===== src/rtl/rv32_timer_regs.sv =====
// Register offsets and CTRL bit positions for the machine timer window,
// shared with the bus decoder and the software headers.
`ifndef RV32_TIMER_REGS_SV
`define RV32_TIMER_REGS_SV
`define RV32_TIMER_OFF_MTIME_LO      3'd0
`define RV32_TIMER_OFF_MTIME_HI      3'd1
`define RV32_TIMER_OFF_MTIMECMP_LO   3'd2
`define RV32_TIMER_OFF_MTIMECMP_HI   3'd3
`define RV32_TIMER_OFF_CTRL          3'd4
`define RV32_TIMER_OFF_STATUS        3'd5
`define RV32_TIMER_OFF_UNMAPPED6     3'd6
`define RV32_TIMER_OFF_UNMAPPED7     3'd7
`define RV32_TIMER_CTRL_ENABLE_BIT   0
`define RV32_TIMER_CTRL_PRESCALE_LSB 8
`endif


===== src/rtl/rv32_timer_pkg.sv =====
// Shared types, reset constants and the byte-lane merge helper for the machine timer.
`include "rv32_timer_regs.sv"

package rv32_timer_pkg;

    localparam logic [63:0] MTIMECMP_RESET = 64'hFFFF_FFFF_FFFF_FFFF;

    typedef enum logic [2:0] {
        OFF_MTIME_LO    = `RV32_TIMER_OFF_MTIME_LO,
        OFF_MTIME_HI    = `RV32_TIMER_OFF_MTIME_HI,
        OFF_MTIMECMP_LO = `RV32_TIMER_OFF_MTIMECMP_LO,
        OFF_MTIMECMP_HI = `RV32_TIMER_OFF_MTIMECMP_HI,
        OFF_CTRL        = `RV32_TIMER_OFF_CTRL,
        OFF_STATUS      = `RV32_TIMER_OFF_STATUS,
        OFF_UNMAPPED6   = `RV32_TIMER_OFF_UNMAPPED6,
        OFF_UNMAPPED7   = `RV32_TIMER_OFF_UNMAPPED7
    } reg_off_e;

    // Byte n of the result comes from new_val when mask[n] is set, else from old_val.
    function automatic logic [31:0] apply_mask(input logic [31:0] old_val,
                                               input logic [31:0] new_val,
                                               input logic [3:0]  mask);
        logic [31:0] result;
        for (int i = 0; i < 4; i++) begin
            result[8*i +: 8] = mask[i] ? new_val[8*i +: 8] : old_val[8*i +: 8];
        end
        return result;
    endfunction

endpackage


===== src/rtl/rv32_prescaler.sv =====
// Prescaler for the machine timer: emits a tick every (prescale + 1) enabled cycles.
module rv32_prescaler #(
    parameter int unsigned PRESCALE_WIDTH = 8
) (
    input  logic                      clk,
    input  logic                      reset,
    input  logic                      enable_i,
    input  logic [PRESCALE_WIDTH-1:0] prescale_i,
    input  logic                      clear_i,
    output logic                      tick_o
);

    logic [PRESCALE_WIDTH-1:0] pcnt_q;
    logic [PRESCALE_WIDTH-1:0] pcnt_d;

    // Tick decode and next count; a clear (CTRL write) takes priority over counting.
    always_comb begin
        tick_o = enable_i && (pcnt_q == prescale_i);
        pcnt_d = pcnt_q;
        if (clear_i) begin
            pcnt_d = {PRESCALE_WIDTH{1'b0}};
        end else if (tick_o) begin
            pcnt_d = {PRESCALE_WIDTH{1'b0}};
        end else if (enable_i) begin
            pcnt_d = pcnt_q + PRESCALE_WIDTH'(1);
        end else begin
            pcnt_d = pcnt_q;
        end
    end

    // Prescaler count register.
    always_ff @(posedge clk) begin
        if (reset) begin
            pcnt_q <= {PRESCALE_WIDTH{1'b0}};
        end else begin
            pcnt_q <= pcnt_d;
        end
    end

endmodule


===== src/rtl/rv32_timer.sv =====
// Machine timer responder: 64-bit mtime/mtimecmp, CTRL/STATUS, zero-wait-state
// data-bus access and a registered level interrupt.
`include "rv32_timer_regs.sv"

module rv32_timer
    import rv32_timer_pkg::*;
#(
    parameter int unsigned PRESCALE_WIDTH = 8
) (
    input  logic        clk,
    input  logic        reset,
    input  logic        sel_in,
    input  logic [31:0] address_in,
    input  logic        read_in,
    input  logic        write_in,
    input  logic [3:0]  write_mask_in,
    input  logic [31:0] write_value_in,
    output logic [31:0] read_value_out,
    output logic        fault_out,
    output logic        timer_irq_out
);

    logic [63:0]               mtime_q, mtime_d;
    logic [63:0]               mtimecmp_q, mtimecmp_d;
    logic                      enable_q, enable_d;
    logic [PRESCALE_WIDTH-1:0] prescale_q, prescale_d;
    logic                      irq_q;

    reg_off_e    offset_s;
    logic        active_s, fault_s, wr_en_s, ctrl_wr_s, pending_s, tick_s;
    logic [31:0] ctrl_word_s, ctrl_new_s, reg_rd_s;
    logic        unused_addr_s;

    assign offset_s      = reg_off_e'(address_in[4:2]);
    assign unused_addr_s = ^{address_in[31:5], address_in[1:0]};

    rv32_prescaler #(
        .PRESCALE_WIDTH(PRESCALE_WIDTH)
    ) u_prescaler (
        .clk       (clk),
        .reset     (reset),
        .enable_i  (enable_q),
        .prescale_i(prescale_q),
        .clear_i   (ctrl_wr_s),
        .tick_o    (tick_s)
    );

    // Bus decode, fault detection and read mux.
    always_comb begin
        active_s    = sel_in && (read_in || write_in);
        pending_s   = (mtime_q >= mtimecmp_q);
        ctrl_word_s = 32'd0;
        ctrl_word_s[`RV32_TIMER_CTRL_ENABLE_BIT] = enable_q;
        ctrl_word_s[`RV32_TIMER_CTRL_PRESCALE_LSB +: PRESCALE_WIDTH] = prescale_q;
        fault_s  = 1'b0;
        reg_rd_s = 32'd0;
        case (offset_s)
            OFF_MTIME_LO:    reg_rd_s = mtime_q[31:0];
            OFF_MTIME_HI:    reg_rd_s = mtime_q[63:32];
            OFF_MTIMECMP_LO: reg_rd_s = mtimecmp_q[31:0];
            OFF_MTIMECMP_HI: reg_rd_s = mtimecmp_q[63:32];
            OFF_CTRL:        reg_rd_s = ctrl_word_s;
            OFF_STATUS: begin
                reg_rd_s = {31'd0, pending_s};
                fault_s  = active_s && write_in;
            end
            default:         fault_s = active_s;
        endcase
        fault_out      = fault_s;
        read_value_out = (active_s && read_in && !fault_s) ? reg_rd_s : 32'd0;
        wr_en_s        = active_s && write_in && !fault_s && (write_mask_in != 4'd0);
        ctrl_new_s     = apply_mask(ctrl_word_s, write_value_in, write_mask_in);
    end

    // Next state: an MTIME write replaces the increment for the whole 64 bits.
    always_comb begin
        mtime_d    = tick_s ? (mtime_q + 64'd1) : mtime_q;
        mtimecmp_d = mtimecmp_q;
        enable_d   = enable_q;
        prescale_d = prescale_q;
        ctrl_wr_s  = 1'b0;
        if (wr_en_s) begin
            case (offset_s)
                OFF_MTIME_LO:
                    mtime_d = {mtime_q[63:32], apply_mask(mtime_q[31:0], write_value_in, write_mask_in)};
                OFF_MTIME_HI:
                    mtime_d = {apply_mask(mtime_q[63:32], write_value_in, write_mask_in), mtime_q[31:0]};
                OFF_MTIMECMP_LO:
                    mtimecmp_d = {mtimecmp_q[63:32], apply_mask(mtimecmp_q[31:0], write_value_in, write_mask_in)};
                OFF_MTIMECMP_HI:
                    mtimecmp_d = {apply_mask(mtimecmp_q[63:32], write_value_in, write_mask_in), mtimecmp_q[31:0]};
                OFF_CTRL: begin
                    ctrl_wr_s  = 1'b1;
                    enable_d   = ctrl_new_s[`RV32_TIMER_CTRL_ENABLE_BIT];
                    prescale_d = ctrl_new_s[`RV32_TIMER_CTRL_PRESCALE_LSB +: PRESCALE_WIDTH];
                end
                default: ctrl_wr_s = 1'b0;
            endcase
        end else begin
            ctrl_wr_s = 1'b0;
        end
    end

    // State registers; reset overrides any write presented in the same cycle.
    always_ff @(posedge clk) begin
        if (reset) begin
            mtime_q    <= 64'd0;
            mtimecmp_q <= MTIMECMP_RESET;
            enable_q   <= 1'b0;
            prescale_q <= {PRESCALE_WIDTH{1'b0}};
            irq_q      <= 1'b0;
        end else begin
            mtime_q    <= mtime_d;
            mtimecmp_q <= mtimecmp_d;
            enable_q   <= enable_d;
            prescale_q <= prescale_d;
            irq_q      <= pending_s && enable_q;
        end
    end

    assign timer_irq_out = irq_q;

endmodule


===== config.mk =====
export PLATFORM = sky130hd
export DESIGN_NAME = rv32_timer
export DESIGN_NICKNAME = d
export VERILOG_FILES = /design/src/rtl/rv32_timer_pkg.sv /design/src/rtl/rv32_prescaler.sv /design/src/rtl/rv32_timer.sv
export VERILOG_INCLUDE_DIRS = /design/src /design/src/rtl
export SDC_FILE = /design/constraint.sdc
export NUM_CORES = 1
export LEC_CHECK = 0
export ABC_CLOCK_PERIOD_IN_PS = 3610
export CAP_MARGIN = 30
export CORE_UTILIZATION = 40
export CTS_CLUSTER_DIAMETER = 120
export DETAILED_ROUTE_END_ITERATION = 10
export SETUP_SLACK_MARGIN = 0.1
export SLEW_MARGIN = 15
export SYNTH_ARGS = -nofsm -noshare
export SYNTH_HDL_FRONTEND = slang
export SYNTH_SLANG_ARGS = --single-unit

===== constraint.sdc =====
create_clock -name clk -period 3.61 [get_ports clk]
set_input_delay 0.9025 -clock clk [delete_from_list [all_inputs] [get_ports clk]]
set_output_delay 0.9025 -clock clk [all_outputs]
set_load 0.01 [all_outputs]

==> results of run 1 <==
==> placed cells by master, fill, tap and decap left out, types with 9 or more instances in the layout <==
cell,synthesis,final
or4_1,9,9
o21ai_0,62,61
nor3_1,35,35
dlygate4sd2_1,0,25
a31oi_1,12,12
xor2_1,15,15
a211oi_1,11,10
or3_1,12,12
and2_1,13,12
clkbuf_16,0,17
buf_4,2,133
inv_1,78,76
nand4_1,36,36
and3_1,32,32
clkdlybuf4s50_1,0,38
o22ai_1,10,9
nand2_1,192,192
a21oi_1,77,77
mux2i_1,36,36
nor4_1,15,14
dfxtp_1,146,144
nor2_1,105,104
a22oi_1,53,53
o211ai_1,77,77
nand3_1,52,51
ha_1,66,65
==> worst min-delay path by stage <==
| stage | endpoint | slack [ns] | depth (start not counted) |
|---|---|---|---|
| CTS | prescale_q[0] | 0.50 | 2 |
| floorplan | mtimecmp_q[0] | 0.46 | 2 |
| global placement | prescale_q[0] | 0.50 | 2 |
| finish | prescale_q[0] | 0.50 | 2 |
| detailed placement | prescale_q[0] | 0.49 | 2 |
| global route | prescale_q[0] | 0.52 | 2 |
==> Yosys cell counts (all sizes together) (5+ instances only) <==
cell	number	area [sq um]
nor4	16	115
nand2b	5	31.3
dfxtp	146	2920
ha	66	826
nor2	105	394
and4	7	61.3
o311ai	6	52.6
nand2	192	721
nand4	37	246
o22ai	10	62.6
a211oi	11	82.6
nand3	53	270
buf	19	97.6
o2111ai	5	43.8
o211ai	77	578
or4	9	67.6
o21ai	62	310
clkbuf	78	294
or3	12	75.1
and3	33	211
nor2b	8	50.1
and2	15	93.8
nor4b	5	43.8
o31ai	5	37.5
nor3	36	185
o221ai	7	61.3
mux2i	36	360
xor2	15	131
inv	79	297
xnor2	8	70.1
a21o	5	37.5
a21oi	77	385
a31oi	12	75.1
a22oi	53	398
==> routing by layer <==
layer / vias up / part of all wire / global-route usage
met5: - / 0 / 0
met4: 0 / 0.037 / 0.127
met3: 85 / 0.085 / 0.0416
met2: 549 / 0.45 / 0.452
met1: 5381 / 0.43 / 0.398
li1: 5361 / - / -
==> sequential cells by signal, indices dropped and copies added, names as in the netlist <==
| signal | flops |
|---|---|
| enable_q | 1 |
| mtime_q | 64 |
| mtimecmp_q | 64 |
| prescale_q | 8 |
| timer_irq_out | 1 |
| u_prescaler.pcnt_q | 8 |
==> worst max-delay path: cells and delay by family (launching register included) <==
family / cells / cell delay (ns)
buffers and inverters: 2 / 0.28
and+or+nand+nor: 1 / 0.13
AOI/OAI and AO/OA: 5 / 1.27
DFF: 1 / 0.38
adders and majority gates: 1 / 0.21
==> per-stage QoR <==
| step | utilization | std cells |
|---|---|---|
| after floorplan | - | 1374 |
| after global placement | 0.482 | 1822 |
| after detailed placement | 0.482 | 1823 |
| after CTS | 0.511 | 1858 |
| after global routing | 0.513 | 1859 |
| final | 0.513 | 1859 |
==> final cells by class <==
cell class / instances / area [sq um] / area share
multi-input cells: 1051 / 6730 / 0.521
flip-flops and latches: 146 / 2930 / 0.226
repair buffers: 220 / 1890 / 0.146
clock buffers: 18 / 439 / 0.0340
well taps: 330 / 413 / 0.0319
inverters: 80 / 302 / 0.0233
clock inverters: 14 / 228 / 0.0176
==> cell families (layout without fill, tap and decap cells) <==
logic type               count (synthesis)  count (layout)  share of synthesized area
multiplexers                            39              39                     0.0384
AND/OR/NAND/NOR                        547             547                      0.261
AO/OA/AOI/OAI                          376             376                      0.248
flip-flops                             146             146                      0.285
adder cells (fa/ha/maj)                 66              66                     0.0804
buffers and inverters                  177             332                     0.0674
XOR/XNOR                                23              23                     0.0196
==> power by group through the flow <==
stage	Sequential [W]	Clock [W]	Combinational [W]
2_1_floorplan	0.00171	0	0.000254
3_3_place_gp	0.00170	0	0.000531
3_5_place_dp	0.00170	0	0.000535
4_1_cts	0.00167	0.00208	0.000540
5_1_grt	0.00167	0.00215	0.000587
6_report	0.00167	0.00206	0.000551
==> timing repair <==
action                                 4_1_cts  5_1_grt
cloned                                       1        0
setup endpoints to repair                   33        9
pin swaps                                    6        7
resized for setup                           54       21
endpoints found under the hold margin        0        0
setup buffers                                2        0
==> impl_metrics.csv, run 1 <==
group,metric,value,unit
outcome,status,"finished with violations",
outcome,failed_checks,"negative setup slack",
final_layout,n_fill_cell,2436,
clock_tree,cts_made_buffers,17,
route,avgViaCountPerCell,6.12,
worst_hold_path,hold_start,"prescale_q[0]",
logic_synthesis,yosysWarnings,0,
critical_path,slowest_delay,0.44,ns
logic_synthesis,syn_nets,1513,
pwr,clkPwrFrac,0.482,
pwr,sequentialPowerShare,0.389,
route,first_pass_iters,5,
critical_path,r2r_start,"mtime_q[7]",
route,vias,11376,
timing,hold_slack,0.498,ns
timing,final-hold-violation-count,0,
final_layout,diodes,0,
clock_tree,postCtsHoldBufs,0,
timing,period_needed,3.62,ns
grt,track_usage,0.291,
grt,grt_remaining_overflow,0,
floorplan,io_pins,107,
route,wire_per_inst,20.6,microns
timing,period_share,1.00,
clock_tree,clock_latency,0.43,ns
floorplan,row_count,58,
critical_path,endpoint_kind,"output port",
placement,place_area,12100,sq um
clock_tree,root_buffer,"clkbuf_16",
placement,place_congestion,0.903,
clock_tree,htreeDepth,4,
route,drt_wl_total,38.4,mm
final_layout,layout.nets,1655,
logic_synthesis,ys_types,74,
grt,grt_max_degree,85,
route,drc_errors,0,
critical_path,cp-startpoint,"mtimecmp_q[0]",
route,drtAntennaViolNets,0,
pwr,p_per_area,331,nW/um^2
grt,grt_antenna_before_repair,0,
placement,hpwl,28.5,mm
critical_path,startpoint_type,"flip-flop",
logic_synthesis,ys_async_sr_fraction,0,
critical_path,crit_type,"reg2out",
critical_path,cp_max_fo,3,
logic_synthesis,synth_seq_area_share,0.285,
grt,grt_pass1_wl,58.5,mm
clock_tree,cts.sinks,146,
timing,worstMarginPinSlew,0.972,ns
logic_synthesis,synth_flop_cell,"dfxtp_1",
pwr,p_leak,5.73,nW
critical_path,path_cells,"ha_4 > nand2b_4 > a2111o_1 > a31oi_1 > o211ai_1 > a211oi_2 > o211ai_1 > buf_4 > buf_6",
critical_path,arrival,2.71,ns
pwr,p_int,0.00313,W
floorplan,die_area,26300,sq um
flow_run,drv_cap,0,
placement,pre_cts_slack,-0.326,ns
pwr,p_total,0.00428,W
timing,rsz0062_at_grt,"yes",
clock_tree,cts_max_path_buffers,2,
critical_path,crit_top_cell,"o211ai_1",
logic_synthesis,synth_edf_count,0,
timing,tns,-0.00555,ns
logic_synthesis,avgSynthCellArea,7.48,sq um
timing,slew_headroom,0.351,
pwr,p_switching,0.00115,W
pwr,combPwrFrac,0.129,
critical_path,crit_required,2.71,ns
critical_path,cpMaxStageDelayCell,"a2111o_1",
final_layout,drive_above_1_share,0.141,
timing,worst_slack,-0.00555,ns
pwr,p_sw_frac,0.269,
critical_path,endpoint,"read_value_out[0]",
logic_synthesis,ys_ff_latch,146,
route,drt-initial-drc-count,1139,
floorplan,core_area,25200,sq um
floorplan,die_x,162,microns
critical_path,regToRegSetupSlack,0.48,ns
final_layout,syn2layout_area_growth,25.8,%
final_layout,final_area,12900,sq um
logic_synthesis,syn_inst,1374,
clock_tree,cts_tree,"done",
critical_path,rr_worst_depth,7,
placement,numPortBuffers,77,
grt,grt_pass1_vias,10437,
timing,finClkSkew,0.00900,ns
timing,max_freq,0.277,GHz
logic_synthesis,synth_area,10300,sq um
pwr,peakVddDrop,0.000297,V
floorplan,die_h,162,microns
timing,slew_viol_final,0,
clock_tree,path_clk_slew,0.07,ns
critical_path,r2r-end,"mtime_q[46]",
timing,finalSetupViolations,1,
floorplan,initial_core_util,0.408,
worst_hold_path,hold_path.class,"reg2reg",
Note: power is estimated with default switching activity, not from simulation.
==> run 2, diff against run 1 <==
--- a/config.mk
+++ b/config.mk
@@ -12,6 +12,7 @@
 export CTS_CLUSTER_DIAMETER = 120
 export DETAILED_ROUTE_END_ITERATION = 10
 export SETUP_SLACK_MARGIN = 0.1
+export SKIP_LAST_GASP = 1
 export SLEW_MARGIN = 15
 export SYNTH_ARGS = -nofsm -noshare
 export SYNTH_HDL_FRONTEND = slang
==> impl_metrics.csv, run 2 (same netlist as run 1, synthesis figures left out) <==
group,metric,value,unit
outcome,status,"completed",
final_layout,syn2layout_area_growth,25.9,%
final_layout,layout_commonest_cell,"nand2_1",
floorplan,die_x,162,microns
timing,period_share,0.985,
worst_hold_path,hold_path.class,"reg2reg",
timing,finalSetupViolations,0,
final_layout,layout.nets,1655,
grt,grt_pass1_vias,10437,
clock_tree,cts_tree,"done",
flow_run,drv_cap,0,
critical_path,slowest_delay,0.40,ns
timing,rsz0062_at_grt,"yes",
final_layout,final_area,12900,sq um
route,avgViaCountPerCell,6.09,
critical_path,crit_buf_inv,2,
final_layout,drive_above_1_share,0.142,
timing,slew_viol_final,0,
final_layout,final_cell_mix,"nand2_1, dfxtp_1, buf_4",
pwr,p_per_area,331,nW/um^2
route,wire_per_inst,20.6,microns
critical_path,cpMaxStageDelayCell,"a2111o_1",
critical_path,arrival,2.65,ns
clock_tree,root_buffer,"clkbuf_16",
placement,place_area,12100,sq um
critical_path,crit_top_cell,"o211ai_1",
critical_path,endpoint_kind,"output port",
timing,worst_slack,0.0540,ns
floorplan,initial_core_util,0.408,
grt,grt_antenna_before_repair,0,
final_layout,finish.utilization,0.514,
clock_tree,clock_latency,0.44,ns
clock_tree,cts_max_path_buffers,2,
final_layout,regArea,2930,sq um
route,drt-initial-drc-count,1213,
clock_tree,cts.sinks,146,
critical_path,crit_required,2.71,ns
timing,worstMarginPinSlew,0.965,ns
floorplan,core_area,25200,sq um
route,first_pass_iters,7,
placement,pre_cts_slack,-0.326,ns
placement,place_congestion,0.903,
timing,finClkSkew,0.00924,ns
floorplan,die_h,162,microns
floorplan,row_count,58,
timing,final-hold-violation-count,0,
pwr,p_leak,5.74,nW
critical_path,regToRegSetupSlack,0.49,ns
timing,slew_headroom,0.352,
route,drc_errors,0,
placement,hpwl,28.5,mm
final_layout,n_fill_cell,2432,
route,drtAntennaViolNets,0,
route,vias,11319,
floorplan,io_pins,107,
timing,max_freq,0.281,GHz
critical_path,crit_family,"compound AO/OA/AOI/OAI gates",
critical_path,crit_type,"reg2out",
critical_path,path_cells,"ha_4 > nand2b_4 > a2111o_1 > a31oi_1 > o211ai_1 > a211oi_2 > o211ai_1 > buf_4 > buf_6",
grt,grt_pass1_wl,58.5,mm
clock_tree,cts_made_buffers,17,
floorplan,die_area,26300,sq um
timing,period_needed,3.56,ns
grt,grt_max_degree,85,
critical_path,startpoint_type,"flip-flop",
final_layout,multi_input_area,6730,sq um
clock_tree,htreeDepth,4,
grt,grt_remaining_overflow,0,
final_layout,diodes,0,
route,drt_wl_total,38.3,mm
placement,numPortBuffers,77,
critical_path,cp_max_fo,3,
grt,track_usage,0.291,
pwr,peakVddDrop,0.000299,V
final_layout,top_regs,"mtime_q x64, mtimecmp_q x64",
clock_tree,path_clk_slew,0.07,ns
==> run 2: cell type report <==
type	count	share of cell area
well taps	330	0.0319
repair buffers	220	0.146
clock buffers	18	0.0340
clock inverters	14	0.0176
flip-flops and latches	146	0.226
multi-input cells	1051	0.521
inverters	80	0.0233
==> run 2: per-stage QoR <==
stage	hold WS [ns]	total power, W	std cells	TNS, ns
finish	0.502	0.00428	1859	0
global route	0.523	0.00441	1859	-0.000959
CTS	0.504	0.00428	1858	-0.147
detailed placement	0.495	0.00224	1823	-8.09
global placement	0.496	0.00223	1822	-8.32
floorplan	0.460	0.00196	1374	0
==> run 2: per-layer routing <==
metal	global-route usage	wire, microns
met5	0	0
met4	0.127	1300
met3	0.0416	3180
met2	0.452	17200
met1	0.398	16600
==> run 2: worst min-delay path, stage by stage, from the launching register on <==
cell     delay, ns
dfxtp_1       0.34
nand2_1       0.06
a21oi_1       0.05
==> run 2: report_power, final <==
group | leakage (nW) | internal, W | switching, W
logic | 4.25 | 0.000227 | 0.000325
clock network | 0.315 | 0.00126 | 0.000803
registers | 1.18 | 0.00164 | 0.0000232
total | 5.74 | 0.00313 | 0.00115
==> run 2: worst paths after layout <==
path | end | cells after the start | from
worst max-delay path | read_value_out[0] | 9 | mtimecmp_q[0]
worst min-delay path | prescale_q[0] | 2 | prescale_q[0]
worst max register to register | mtime_q[46] | 7 | mtime_q[8]
worst min register to register | prescale_q[0] | 2 | prescale_q[0]
==> run 2: what timing repair did <==
action / CTS / global route
cloned: 1 / 0
hold buffers: 0 / 0
buffers inserted: 2 / 0
resized for setup: 52 / 26
endpoints found under the setup margin: 33 / 10
pin swaps: 5 / 8
==> run 3, diff against run 2 <==
--- a/config.mk
+++ b/config.mk
@@ -6,11 +6,12 @@
 export SDC_FILE = /design/constraint.sdc
 export NUM_CORES = 1
 export LEC_CHECK = 0
-export ABC_CLOCK_PERIOD_IN_PS = 3610
+export ABC_CLOCK_PERIOD_IN_PS = 3650
 export CAP_MARGIN = 30
 export CORE_UTILIZATION = 40
 export CTS_CLUSTER_DIAMETER = 120
 export DETAILED_ROUTE_END_ITERATION = 10
+export GPL_ROUTABILITY_DRIVEN = 0
 export SETUP_SLACK_MARGIN = 0.1
 export SKIP_LAST_GASP = 1
 export SLEW_MARGIN = 15
==> constraint.sdc (replaced) <==
create_clock -name clk -period 3.65 [get_ports clk]
set_input_delay 0.9125 -clock clk [delete_from_list [all_inputs] [get_ports clk]]
set_output_delay 0.9125 -clock clk [all_outputs]
set_load 0.01 [all_outputs]
==> impl_metrics.csv, run 3 (same netlist as run 1, synthesis figures left out) <==
group,metric,value,unit
outcome,status,"completed",
timing,max_freq,0.278,GHz
clock_tree,cts_max_path_buffers,2,
floorplan,io_pins,107,
final_layout,layout.nets,1654,
timing,final-hold-violation-count,0,
final_layout,layout_commonest_cell,"nand2_1",
clock_tree,cts_tree,"done",
timing,finalSetupViolations,0,
clock_tree,root_buffer,"clkbuf_16",
route,drt-initial-drc-count,1157,
placement,pre_cts_slack,-0.365,ns
critical_path,cp_max_fo,2,
placement,hpwl,28.6,mm
grt,grt_pass1_vias,10805,
grt,grt_pass1_wl,61.0,mm
timing,slew_viol_final,0,
timing,period_share,0.984,
route,wl_met2,17.6,mm
floorplan,die_h,162,microns
route,drt_wl_total,39.0,mm
route,vias,11385,
route,dr_wl_met3,2.91,mm
timing,finClkSkew,0.0135,ns
critical_path,crit_type,"reg2out",
timing,worstMarginPinSlew,0.951,ns
pwr,peakVddDrop,0.000273,V
route,top_layer,"met4",
pwr,sequentialPowerShare,0.412,
clock_tree,path_clk_slew,0.07,ns
grt,track_usage,0.300,
clock_tree,clock_latency,0.44,ns
route,wire_per_inst,21.0,microns
grt,grt_remaining_overflow,0,
final_layout,finish.utilization,0.509,
floorplan,core_area,25200,sq um
critical_path,crit_required,2.74,ns
route,drc_errors,0,
pwr,p_leak,5.55,nW
pwr,p_per_area,313,nW/um^2
pwr,p_sw_frac,0.292,
floorplan,die_area,26300,sq um
route,drtAntennaViolNets,0,
worst_hold_path,hold_path.class,"reg2reg",
grt,grt_antenna_before_repair,0,
timing,rsz0062_at_grt,"yes",
timing,worst_slack,0.0579,ns
final_layout,top_regs,"mtime_q x64, mtimecmp_q x64",
floorplan,row_count,58,
pwr,combPwrFrac,0.139,
final_layout,drive_above_1_share,0.152,
route,avgViaCountPerCell,6.13,
final_layout,syn2layout_area_growth,24.7,%
clock_tree,htreeDepth,4,
grt,grt_max_degree,53,
placement,place_area,12100,sq um
route,wl_met1,17.1,mm
timing,slew_headroom,0.365,
placement,numPortBuffers,77,
critical_path,arrival,2.68,ns
flow_run,drv_cap,0,
final_layout,final_cell_mix,"nand2_1, dfxtp_1, buf_4",
timing,tns,0,ns
pwr,p_switching,0.00117,W
pwr,p_int,0.00284,W
floorplan,die_x,162,microns
final_layout,diodes,0,
timing,period_needed,3.59,ns
critical_path,startpoint_type,"flip-flop",
route,first_pass_iters,5,
final_layout,final_area,12800,sq um
critical_path,endpoint_kind,"output port",
clock_tree,cts.sinks,146,
critical_path,regToRegSetupSlack,0.71,ns
clock_tree,cts_made_buffers,17,
pwr,clkPwrFrac,0.449,
pwr,p_total,0.00400,W
floorplan,initial_core_util,0.408,
==> run 3: final cells by class <==
type	count	area (sq um)
well taps	330	413
inverters	80	302
clock buffers	18	439
flip-flops and latches	146	2930
fillers	2476	12400
clock inverters	14	146
multi-input cells	1051	6750
repair buffers	219	1830
==> run 3: per-layer routing <==
metal,global-route usage,vias up
li1,-,5348
met1,0.411,5426
met2,0.473,519
met3,0.0324,92
met4,0.133,0
met5,0,-
==> run 3: repair_timing <==
| item | 4_1_cts | 5_1_grt |
|---|---|---|
| setup endpoints to repair | 33 | 21 |
| cloned | 1 | 0 |
| hold endpoints to repair | 0 | 0 |
| gates resized for setup | 54 | 49 |
| pin swaps | 8 | 10 |
| setup buffers | 5 | 0 |
| hold buffers | 0 | 0 |
==> run 3: critical path, cell delays in order, from the launching register on <==
cell and delay [ns]:
dfxtp_2 0.33, inv_2 0.04, ha_4 0.20, nand2b_4 0.14, a2111o_1 0.44, a31oi_1 0.19, o211ai_1 0.19, a211oi_2 0.31
o211ai_1 0.13, buf_4 0.16, buf_6 0.11
==> run 3: metrics by stage <==
step	hold WS (ns)	std cells
after global placement	0.499	1819
final	0.509	1858
after global routing	0.536	1858
after detailed placement	0.502	1820
after CTS	0.512	1858
after floorplan	0.460	1374
==> run 3: worst paths after layout <==
path | end | from | depth (start not counted)
worst max-delay path | read_value_out[0] | mtime_q[0] | 10
worst min-delay path | prescale_q[1] | prescale_q[1] | 2
worst max register to register | mtime_q[46] | mtime_q[8] | 7
worst min register to register | prescale_q[1] | prescale_q[1] | 2
==> run 3: power groups by stage <==
stage / Clock (W) / Combinational, W / Sequential [W]
floorplan: 0 / 0.000251 / 0.00169
global placement: 0 / 0.000525 / 0.00168
detailed placement: 0 / 0.000528 / 0.00168
CTS: 0.00182 / 0.000541 / 0.00165
global route: 0.00189 / 0.000594 / 0.00165
finish: 0.00180 / 0.000555 / 0.00165
==> edit 1, RTL diff (flow settings as in run 3) <==
The output `timer_irq_out` loses its register stage (`irq_q` becomes a continuous assignment).
--- a/src/rtl/rv32_timer.sv
+++ b/src/rtl/rv32_timer.sv
@@ -108,15 +108,15 @@
             mtimecmp_q <= MTIMECMP_RESET;
             enable_q   <= 1'b0;
             prescale_q <= {PRESCALE_WIDTH{1'b0}};
-            irq_q      <= 1'b0;
         end else begin
             mtime_q    <= mtime_d;
             mtimecmp_q <= mtimecmp_d;
             enable_q   <= enable_d;
             prescale_q <= prescale_d;
-            irq_q      <= pending_s && enable_q;
         end
     end
+
+    assign irq_q = pending_s && enable_q;
 
     assign timer_irq_out = irq_q;
 
Behaviour: not the same (a bounded check fails within 4 cycles, from zero or initial values and one cycle with reset high).
==> edit 1 against run 3 <==
Via count rose by 3.5%; sequential share of layout area decreased by 1.1 points; area after synthesis grew 1.3%; setup slack improved by 0.049 ns; synthesized cell count is 1.5% higher; routed wire length rose by 4.3%; non-clock buffer count grew 22; total power is 3.8% higher; cell area grew 5.3%; sequential cell count is 1 lower; critical endpoint is now timer_irq_out; highest routed layer unchanged.
==> edit 1: results (changes against run 3) <==
{| class="wikitable"
! Metric !! Value
|-
| Netlist cell types || 73 (-1.4%)
|-
| Count of nets after finishing || 1,700 (+2.8%)
|-
| Maximum cell stage delay along the critical path || 0.34 ns (-0.10 ns)
|-
| Largest net degree at the start of global routing || 44 (-17%)
|-
| DRC violation total after the first TritonRoute iteration || 1,218 (+5.3%)
|-
| Detail-routed via count per cell || 6.191 (+1.0%)
|-
| Leakage power summed over all cells || 6.005 nW (+8.2%)
|-
| Reg2Reg Launch Point || enable_q$_SDFFE_PP0P_
|-
| Biggest area contributors in the synthesized netlist || sky130_fd_sc_hd__dfxtp_1, sky130_fd_sc_hd__ha_1, sky130_fd_sc_hd__a21oi_1
|-
| M3 GR Usage || 0.05003 (+0.01759)
|-
| Post-Synth Adder-Cell Area || 0.07936 (-0.001034)
|-
| Routed wire length || 40,660 um (+4.3%)
|-
| DR pass1 iterations || 6 (+1)
|-
| Global Route met2 Usage || 0.4871 (+0.01390)
|-
| Hold wc startpoint || mtimecmp_q[29]$_SDFFE_PP1P_
|-
| Crit-path leading delay family || simple AND/OR/NAND/NOR gates
|-
| Library cell contributing the largest single delay on the critical path || sky130_fd_sc_hd__nor4_4
|-
| Total vias in the final route || 11,790 (+3.5%)
|-
| Post-synthesis share of cell area spent on xor and xnor gates || 0.02910 (+0.009487)
|-
| Cells after DPL || 1,863 (+2.4%)
|-
| Mean area per synthesized cell || 7.460 um^2 (-0.22%)
|-
| Share of cell area taken by muxes after synthesis || 0.01767 (-0.02069)
|-
| Compound-cell area share of the yosys netlist || 0.2091 (-0.03939)
|-
| Half-perimeter wire length of the detailed placement result || 29,500 um (+3.0%)
|-
| Fraction of layout cells with a size suffix above 1 || 0.1773 (+0.02542)
|-
| Wire length of the first global-routing pass || 63,110 um (+3.5%)
|-
| Data arrival time at the worst-slack endpoint || 2.63 ns (-0.05 ns)
|-
| Clock skew after layout || 0.01246 ns (-0.001079 ns)
|-
| Synthesized net count || 1,534 (+1.4%)
|-
| Peak VDD IR || 0.0002395 V (-12%)
|-
| Transition at the pin with the smallest max-transition slack || 0.7566 ns (-0.1942 ns)
|-
| Worst setup path startpoint || mtimecmp_q[45]$_SDFFE_PP1P_
|-
| Share of synthesized area occupied by flip-flops and latches || 0.2789 (-0.005584)
|-
| Most instantiated cells after synthesis || sky130_fd_sc_hd__nand2_1, sky130_fd_sc_hd__dfxtp_1, sky130_fd_sc_hd__a21oi_1
|-
| Status || complete, no violations
|}
-- edit 1: changes by cell type in the layout (fill, tap and decap cells not counted), moves of 18 or more --
cell	run 3	this run
sky130_fd_sc_hd__nand3_1	51	115
sky130_fd_sc_hd__dfxtp_1	144	125
sky130_fd_sc_hd__nand2_1	192	170
sky130_fd_sc_hd__nand3b_1	1	69
sky130_fd_sc_hd__nor2_1	104	53
sky130_fd_sc_hd__a21oi_1	76	121
sky130_fd_sc_hd__mux2i_1	36	15
sky130_fd_sc_hd__o211ai_1	77	3
sky130_fd_sc_hd__dfxtp_2	2	20
-- edit 1: area by class of cell --
| class | instances | share of cell area |
|---|---|---|
| Inverter | 80 | 0.02263 |
| Timing Repair Buffer | 241 | 0.1565 |
| Sequential cell | 145 | 0.2171 |
| Clock buffer | 19 | 0.03358 |
| Tap cell | 330 | 0.03061 |
| Multi-Input combinational cell | 1076 | 0.5232 |
| Clock inverter | 13 | 0.01642 |
-- edit 1: report_power, final --
group          switching (mW)  internal, mW
combinational           0.288         0.204
sequential             0.0197          1.61
clock                   0.771          1.27
-- edit 1: worst paths after layout --
path | endpoint | slack (ns) | depth (start not counted)
setup / recovery | timer_irq_out | 0.11 | 9
hold / removal | mtimecmp_q[29]$_SDFFE_PP1P_ | 0.49 | 2
setup reg to reg | mtime_q[41]$_SDFFE_PP0P_ | 0.63 | 5
hold reg to reg | mtimecmp_q[29]$_SDFFE_PP1P_ | 0.49 | 2
-- edit 1: cells by family after synthesis --
logic type / after synthesis
compound gates: 346
xor+xnor: 32
simple gates: 614
fa+ha+maj: 66
flops: 145
mux: 18
buf+inv: 174
-- edit 1: per-stage QoR --
stage,power (mW),area [um^2],setup slack (ns),hold slack [ns]
after detailed placement,2.130,12510,-0.6068,0.4806
after floorplan,1.880,10410,0.2602,0.4572
after CTS,4.162,13300,0.01503,0.4891
after global placement,2.126,12510,-0.6372,0.4738
final,4.155,13490,0.1065,0.4858
after global routing,4.278,13490,0.03385,0.5027
-- edit 1: layer usage --
metal | share of wire | vias to the layer above
li1 | - | 5518
met1 | 0.42 | 5535
met2 | 0.45 | 625
met3 | 0.086 | 109
met4 | 0.040 | 0
met5 | 0 | -
-- edit 1: tightest hold or removal path: cells and delay by family, from the launching register on --
kind | cells | cell delay, ns
and+or+nand+nor | 2 | 0.11
DFF | 1 | 0.33
-- edit 1: repair_timing --
action | in CTS | in global routing
hold buffers | 0 | 0
cloned | 2 | 0
endpoints found under the setup margin | 33 | 6
pin swaps | 12 | 22
setup buffers | 4 | 4
resized for setup | 73 | 52
==> edit 2, RTL diff (flow settings as in run 3) <==
Made on the original files. Change the macro `RV32_TIMER_CTRL_ENABLE_BIT` from 0 to 1.
--- a/src/rtl/rv32_timer_regs.sv
+++ b/src/rtl/rv32_timer_regs.sv
@@ -10,7 +10,7 @@
 `define RV32_TIMER_OFF_STATUS        3'd5
 `define RV32_TIMER_OFF_UNMAPPED6     3'd6
 `define RV32_TIMER_OFF_UNMAPPED7     3'd7
-`define RV32_TIMER_CTRL_ENABLE_BIT   0
+`define RV32_TIMER_CTRL_ENABLE_BIT   1
 `define RV32_TIMER_CTRL_PRESCALE_LSB 8
 `endif
 
Check against the original RTL: not equivalent (a bounded check fails within 4 cycles, from zero or initial values and one cycle with reset high).
==> edit 2 against run 3 <==
Setup slack improved by 0.078 ns; sequential cell count did not move; total power down 2.9%; via count is 2.7% lower; cell area down 2.1%; area after synthesis is 3.3% lower; routed wire length grew 0.54%; sequential share of layout area increased by 0.46 points; largest power group unchanged.
==> edit 2: results (changes against run 3) <==
{| class="wikitable"
! Metric !! Value
|-
| Global Route met2 Usage || 0.4940 (+0.02085)
|-
| Post-route worst hold slack || 0.4899 ns (-0.01885 ns)
|-
| Clock group share of total power || 0.457 (+0.008)
|-
| Data arrival time at the worst-slack endpoint || 2.60 ns (-0.08 ns)
|-
| Area post-placement || 11,860 um^2 (-2.3%)
|-
| Via count of the first global-routing pass || 10,730 (-0.74%)
|-
| Reg2reg path depth || 8 (+1)
|-
| Transition at the pin with the smallest max-transition slack || 0.8620 ns (-0.08883 ns)
|-
| Met2 Routed Length || 18,100 um (+2.7%)
|-
| Share of synthesized area occupied by flip-flops and latches || 0.2944 (+0.009824)
|-
| Routed wire length || 39,200 um (+0.54%)
|-
| Post-detailed-route wirelength per cell || 21.66 um (+3.2%)
|-
| M3 GR Usage || 0.05835 (+0.02592)
|-
| Fillers || 2,392 (-3.4%)
|-
| Crit-path leading delay family || simple AND/OR/NAND/NOR gates
|-
| Detail-routed via count per cell || 6.123 (about the same)
|-
| Maximum net fanout on the critical path || 4 (+2)
|-
| Cells after DPL || 1,774 (-2.5%)
|-
| Worst setup path startpoint || mtimecmp_q[63]$_SDFFE_PP1P_
|-
| Met1 demand-to-capacity share in global routing || 0.3880 (-0.02345)
|-
| Hold wc startpoint || mtimecmp_q[59]$_SDFFE_PP1P_
|-
| Status || complete, no violations
|-
| Reg-to-Reg End || mtime_q[44]$_SDFFE_PP0P_
|-
| Peak VDD IR || 0.0002792 V (+2.2%)
|-
| Leakage power summed over all cells || 5.644 nW (+1.7%)
|}
edit 2: kinds of logic (layout without fill, tap and decap cells):
family	Yosys count	count (layout)	share of synthesized area
adder cells (fa/ha/maj)	66	66	0.08317
buffers and inverters	163	319	0.06338
AO/OA/AOI/OAI	391	391	0.2529
XOR/XNOR	32	32	0.02823
multiplexers	8	8	0.008065
flip-flops	146	146	0.2944
AND/OR/NAND/NOR	524	524	0.2699
edit 2: timing repair:
action,4_1_cts,5_1_grt
hold endpoints to repair,0,0
pin swaps,10,6
buffers inserted,3,0
cloned,1,0
endpoints found under the setup margin,33,30
gates resized for setup,69,26
edit 2: layout make-up:
class                   instances  area (um^2)  area share
repair buffers                213         1873      0.1493
well taps                     324        405.4     0.03232
inverters                      74        277.8     0.02214
clock inverters                15        158.9     0.01267
multi-input cells            1021         6480      0.5166
flip-flops and latches        146         2923      0.2330
clock buffers                  17        425.4     0.03392
